### src/rtl/stream_arg_select.sv
// stream_arg_select: reduces a framed (data, index) stream to its arg-max or
// arg-min element under a valid/ready result handshake.
// The comparison uses only the field in_dat[hi:lo], compared unsigned. The
// whole word is still carried to out_dat.
// Optional macro ARG_SELECT_TIE_LATEST_EN: when the compared fields are
// equal, the newer element wins. When the macro is undefined, the earliest
// element wins.
module stream_arg_select #(
  parameter int data_wd   = 16,
  parameter int idx_wd    = 4,
  parameter int hi        = 15,
  parameter int lo        = 0,
  parameter int frame_len = 16,
  localparam int cnt_wd   = $clog2(frame_len + 1)
) (
  input  logic               clk,
  input  logic               rst,
  input  logic [data_wd-1:0] in_dat,
  input  logic [idx_wd-1:0]  in_idx,
  input  logic               in_dv,
  input  logic               in_last,
  input  logic               great_n_small,
  output logic               in_rdy,
  output logic [data_wd-1:0] out_dat,
  output logic [idx_wd-1:0]  out_idx,
  output logic [cnt_wd-1:0]  out_cnt,
  output logic               out_dv,
  input  logic               out_rdy
);

  localparam int fld_wd = hi - lo + 1;

  typedef enum logic [1:0] {IDLE, ACC, HOLD} state_t;

  state_t             state_q, state_d;
  logic [data_wd-1:0] best_dat_q, best_dat_d;
  logic [idx_wd-1:0]  best_idx_q, best_idx_d;
  logic [cnt_wd-1:0]  cnt_q, cnt_d;
  logic               mode_q;
  logic [data_wd-1:0] out_dat_q;
  logic [idx_wd-1:0]  out_idx_q;
  logic [cnt_wd-1:0]  out_cnt_q;

  logic              beat;
  logic              first;
  logic              take_new;
  logic              close;
  logic [fld_wd-1:0] fld_in;
  logic [fld_wd-1:0] fld_best;

  assign fld_in   = in_dat[hi:lo];
  assign fld_best = best_dat_q[hi:lo];
  assign beat     = in_dv && in_rdy;
  assign first    = (state_q == IDLE);

  // Decide whether the incoming element replaces the current best, and build the running result.
  always_comb begin
`ifdef ARG_SELECT_TIE_LATEST_EN
    take_new = mode_q ? (fld_in >= fld_best) : (fld_in <= fld_best);
`else
    take_new = mode_q ? (fld_in > fld_best) : (fld_in < fld_best);
`endif
    best_dat_d = best_dat_q;
    best_idx_d = best_idx_q;
    cnt_d      = cnt_q;
    if (first) begin
      best_dat_d = in_dat;
      best_idx_d = in_idx;
      cnt_d      = cnt_wd'(1);
    end else begin
      cnt_d = cnt_q + cnt_wd'(1);
      if (take_new) begin
        best_dat_d = in_dat;
        best_idx_d = in_idx;
      end
    end
    // The frame closes on in_last, or when the count reaches frame_len (whichever comes first).
    close = beat && (in_last || (cnt_d == cnt_wd'(frame_len)));
  end

  // State register.
  always_ff @(posedge clk) begin
    if (rst) state_q <= IDLE;
    else     state_q <= state_d;
  end

  // Next-state logic.
  always_comb begin
    state_d = state_q;
    unique case (state_q)
      IDLE:    if (beat) state_d = close ? HOLD : ACC;
      ACC:     if (close) state_d = HOLD;
      HOLD:    if (out_rdy) state_d = IDLE;
      default: state_d = IDLE;
    endcase
  end

  // Handshake outputs are decoded from registered state only, so there is no path from out_rdy to in_rdy.
  always_comb begin
    in_rdy = (state_q != HOLD);
    out_dv = (state_q == HOLD);
  end

  // Accumulator and result registers. Results stay in place after handoff until the next frame closes.
  always_ff @(posedge clk) begin
    if (rst) begin
      best_dat_q <= '0;
      best_idx_q <= '0;
      cnt_q      <= '0;
      mode_q     <= 1'b0;
      out_dat_q  <= '0;
      out_idx_q  <= '0;
      out_cnt_q  <= '0;
    end else if (beat) begin
      best_dat_q <= best_dat_d;
      best_idx_q <= best_idx_d;
      cnt_q      <= cnt_d;
      if (first) mode_q <= great_n_small;
      if (close) begin
        out_dat_q <= best_dat_d;
        out_idx_q <= best_idx_d;
        out_cnt_q <= cnt_d;
      end
    end
  end

  assign out_dat = out_dat_q;
  assign out_idx = out_idx_q;
  assign out_cnt = out_cnt_q;

endmodule

### config.mk
export PLATFORM = sky130hd
export DESIGN_NAME = stream_arg_select
export DESIGN_NICKNAME = d
export VERILOG_FILES = /design/src/rtl/stream_arg_select.sv
export SDC_FILE = /design/constraint.sdc
export NUM_CORES = 1
export LEC_CHECK = 0
export ABC_AREA = 1
export CAP_MARGIN = 30
export CORE_UTILIZATION = 53
export DETAILED_ROUTE_END_ITERATION = 8
export GPL_ROUTABILITY_DRIVEN = 0
export HOLD_SLACK_MARGIN = 0.12
export MAX_ROUTING_LAYER = met4
export PLACE_DENSITY = 0.92
export SLEW_MARGIN = 30
export SYNTH_ARGS = -nofsm -noshare
export SYNTH_HDL_FRONTEND = slang
export SYNTH_SLANG_ARGS = --single-unit
### constraint.sdc
create_clock -name clk -period 1.87 [get_ports clk]
set_input_delay 0.187 -clock clk [delete_from_list [all_inputs] [get_ports clk]]
set_output_delay 0.187 -clock clk [all_outputs]
set_load 0.01 [all_outputs]
==> reports/metrics.yaml <==
cts:
  holdBufCountCts: 0
  cts_made_buffers: 5
  insertion_delay_ps: 320
  cts_tree: "yes"
  path_clk_slew_ps: 110
  clkSinkCount: 53
  root_buffer: "clkbuf_8"
  clock_path_buffers: 2
  cts-htree-levels: 2
timing:
  rsz0062_at_grt: "yes"
  fin_ws_ps: -381
  tightest_slew_ps: 670
  hold_viol_final: 0
  final_min_period_over_clock_period_pct: 120
  slew_headroom_pct: 55.3
  skew_ps: 9.48
  setup_viol: 42
  whs_ps: 265
  final_max_slew_viol_count: 0
  period_minus_slack_ps: 2250
  fmax_mhz: 444
drt:
  drtIter0Drc: 447
  wl_per_cell_um: 19.5
  drt_wl_total_mm: 11.1
  final_antenna_net_count: 0
  vias: 3443
  via_per_inst: 6.04
  drc_errors: 0
  first_pass_iters: 6
layout:
  syn2layout_area_growth_pct: 44.4
  drive_above_1_share_pct: 30.2
  fin_cells: 570
  fillers: 307
  mostFrequentLayoutCell: "inv_1"
  fin_area_um2: 4240
  final_cell_mix: "inv_1 (76), nand2_1 (59), clkdlybuf4s50_1 (42), dfxtp_1 (39), nand3_1 (38)"
  utilization_pct: 81.4
  finalNetCount: 542
  num_antenna_cells: 0
setup_path:
  cp-end-kind: "flip-flop"
  cpPeakStageDelay_ps: 370
  required_ps: 2090
  crit_buf_inv: 3
  slowest_stage: "dfxtp_2"
  worstPathMaxFanout: 8
  cp.arrival_ps: 2470
  worst_path_dominant_cell_family: "simple AND/OR/NAND/NOR gates"
  crit_type: "reg -> reg"
  start_kind: "flip-flop"
  r2r_setup_slack_ps: -380
  rr_startpoint: "best_dat_q[8]"
  reg2regPathDepth: 15
  cp_cell_sequence: "inv_1 -> ha_1 -> nand2_1 -> nand2_1 -> nand3_1 -> nand2_2 -> a21oi_4 -> nand3_2 -> nand2_4 -> nand2_4 -> buf_12 -> nand2_2 -> nand3_1 -> nand2_1 -> inv_1"
  critPathMostFrequentCell: "nand2_1"
  r2r-end: "out_dat[14]"
hold_path:
  worstHoldStart: "in_dat[0]"
  worstHoldEndpoint: "out_dat[0]"
  hp-class: "in -> reg"
  hold_depth: 5
run_status:
  failed_checks: "negative setup slack"
  status: "finished, violations left"
synth:
  synth-compound-area-share_pct: 11.8
  yosys.area_share.adder_pct: 7.25
  avgSynthCellArea_um2: 6.69
  netlist_top_cells_area: "dfxtp_1 (36%), nand2_1 (12%), inv_1 (12%), nand3_1 (11%), ha_1 (7.2%)"
  synth.ff_latch_count: 53
  synth_top_family_by_area: "simple AND/OR/NAND/NOR gates"
  synth.distinct_cells: 27
  syn_area_um2: 2940
  synthSimpleGateAreaFrac_pct: 29.1
  seq_area_frac_synth_pct: 36.1
  synthXorXnorAreaFrac_pct: 0
  yosys_warnings: 0
  synth_fp_nets: 482
  synth_largest_area_cell: "dfxtp_1"
  syn-instance-count: 439
  synth_top_cell_area_share_pct: 36.1
  synthMuxAreaShare_pct: 0
global_route:
  grt_pass1_wl_mm: 13.2
  overflow: 0
  grt_pass1_vias: 3026
  track_usage_pct: 28.9
  grt_start_max_net_pins: 32
  antenna_found_initial: 0
placement:
  place_inst: 555
  portBuffers: 52
  detailedPlace.worstSlack_ps: -386
  dp.final_hpwl_mm: 4.99
  dpl-instance-area_um2: 3550
run:
  drv_cap: 0
power_and_ir_drop:
  cellPowerDensity_nw_per_um2: 731
  vdd_drop_max_mv: 0.456
  power_leakage_nw: 2.14
die:
  ios: 53
  core_area_um2: 5200
  die_area_um2: 5840
  rows: 26
  initial_core_util_pct: 56.4
  fp.dieW_um: 76.4
  die_h_um: 76.4
-- power breakdown --
part           leakage (nW)  internal (mW)  total, mW  switching (mW)
registers             0.442           1.23       1.30          0.0686
logic                  1.64          0.438       1.08           0.638
clock network        0.0512          0.302      0.725           0.423
total                  2.14           1.97       3.10            1.13
-- metal layers --
layer  global-route usage, %  up-vias  wire length [um]
li1                        -     1501                 -
met1                    31.3     1566              4030
met2                    49.5      284              5270
met3                    6.11       92              1010
met4                    15.6        0               807
met5                       -        -                 0
-- worst max-delay path by stage --
stage	start	endpoint	slack [ps]	cells past startpoint
CTS	best_dat_q[1]	best_dat_q[1]	-3	17
global placement	in_dat[15]	out_dat[7]	-310	13
floorplan	best_dat_q[15]	best_dat_q[13]	170	14
detailed placement	in_dat[15]	out_dat[14]	-390	13
finish	best_dat_q[8]	out_dat[14]	-380	15
global route	best_dat_q[8]	best_dat_q[4]	-400	15
-- flip-flops by register name, indices dropped and copies added, names as in the netlist --
signal,cells
out_dat,16
mode_q,1
best_idx_q,4
out_idx,4
best_dat_q,16
out_cnt,5
state_q,2
cnt_q,5
-- worst reg2reg max path, delay by kind of cell, from the launching register on --
kind,cells,cell delay [ps]
adder cells (fa/ha/maj),1,200
AO/OA/AOI/OAI,1,220
AND/OR/NAND/NOR,10,1060
flip-flops,1,370
buffers and inverters,3,290
-- cells in the mapped netlist (all sizes together) --
cell type and count:
nand3 67, a211oi 1, inv 93, o2111ai 1, dfxtp 53, a31oi 2, nand4 4, nor2 23
a21o 1, ha 17, o21ai 31, a21oi 31, buf 10, clkbuf 10, or2 2, nand2 93
-- area by class of cell --
type	count	area, um2	area share (%)
flip-flops and latches	53	1080	25.5
multi-input cells	273	1880	44.3
well taps	70	87.6	2.07
repair buffers	73	747	17.6
clock buffers	6	82.6	1.95
clock inverters	2	13.8	0.325
inverters	93	352	8.30
-- what timing repair did --
item	in CTS	in global routing
setup endpoints to repair	40	44
cloned	0	0
resized for setup	28	115
setup buffers	0	7
pin swaps	8	33
-- through the flow --
stage	TNS, ps	power (mW)
2_1_floorplan	0	1.74
5_1_grt	-13250	3.21
6_report	-11110	3.10
3_5_place_dp	-13760	2.01
4_1_cts	-8.81	2.74
3_3_place_gp	-11680	1.99
-- cells by family (layout without fill, tap and decap cells) --
family / count (synthesis) / in the layout
buffers and inverters: 113 / 174
flip-flops: 53 / 53
adder cells (fa/ha/maj): 17 / 17
AO/OA/AOI/OAI: 67 / 67
AND/OR/NAND/NOR: 189 / 189
No activity file was read; power rests on OpenSTA's default activity.
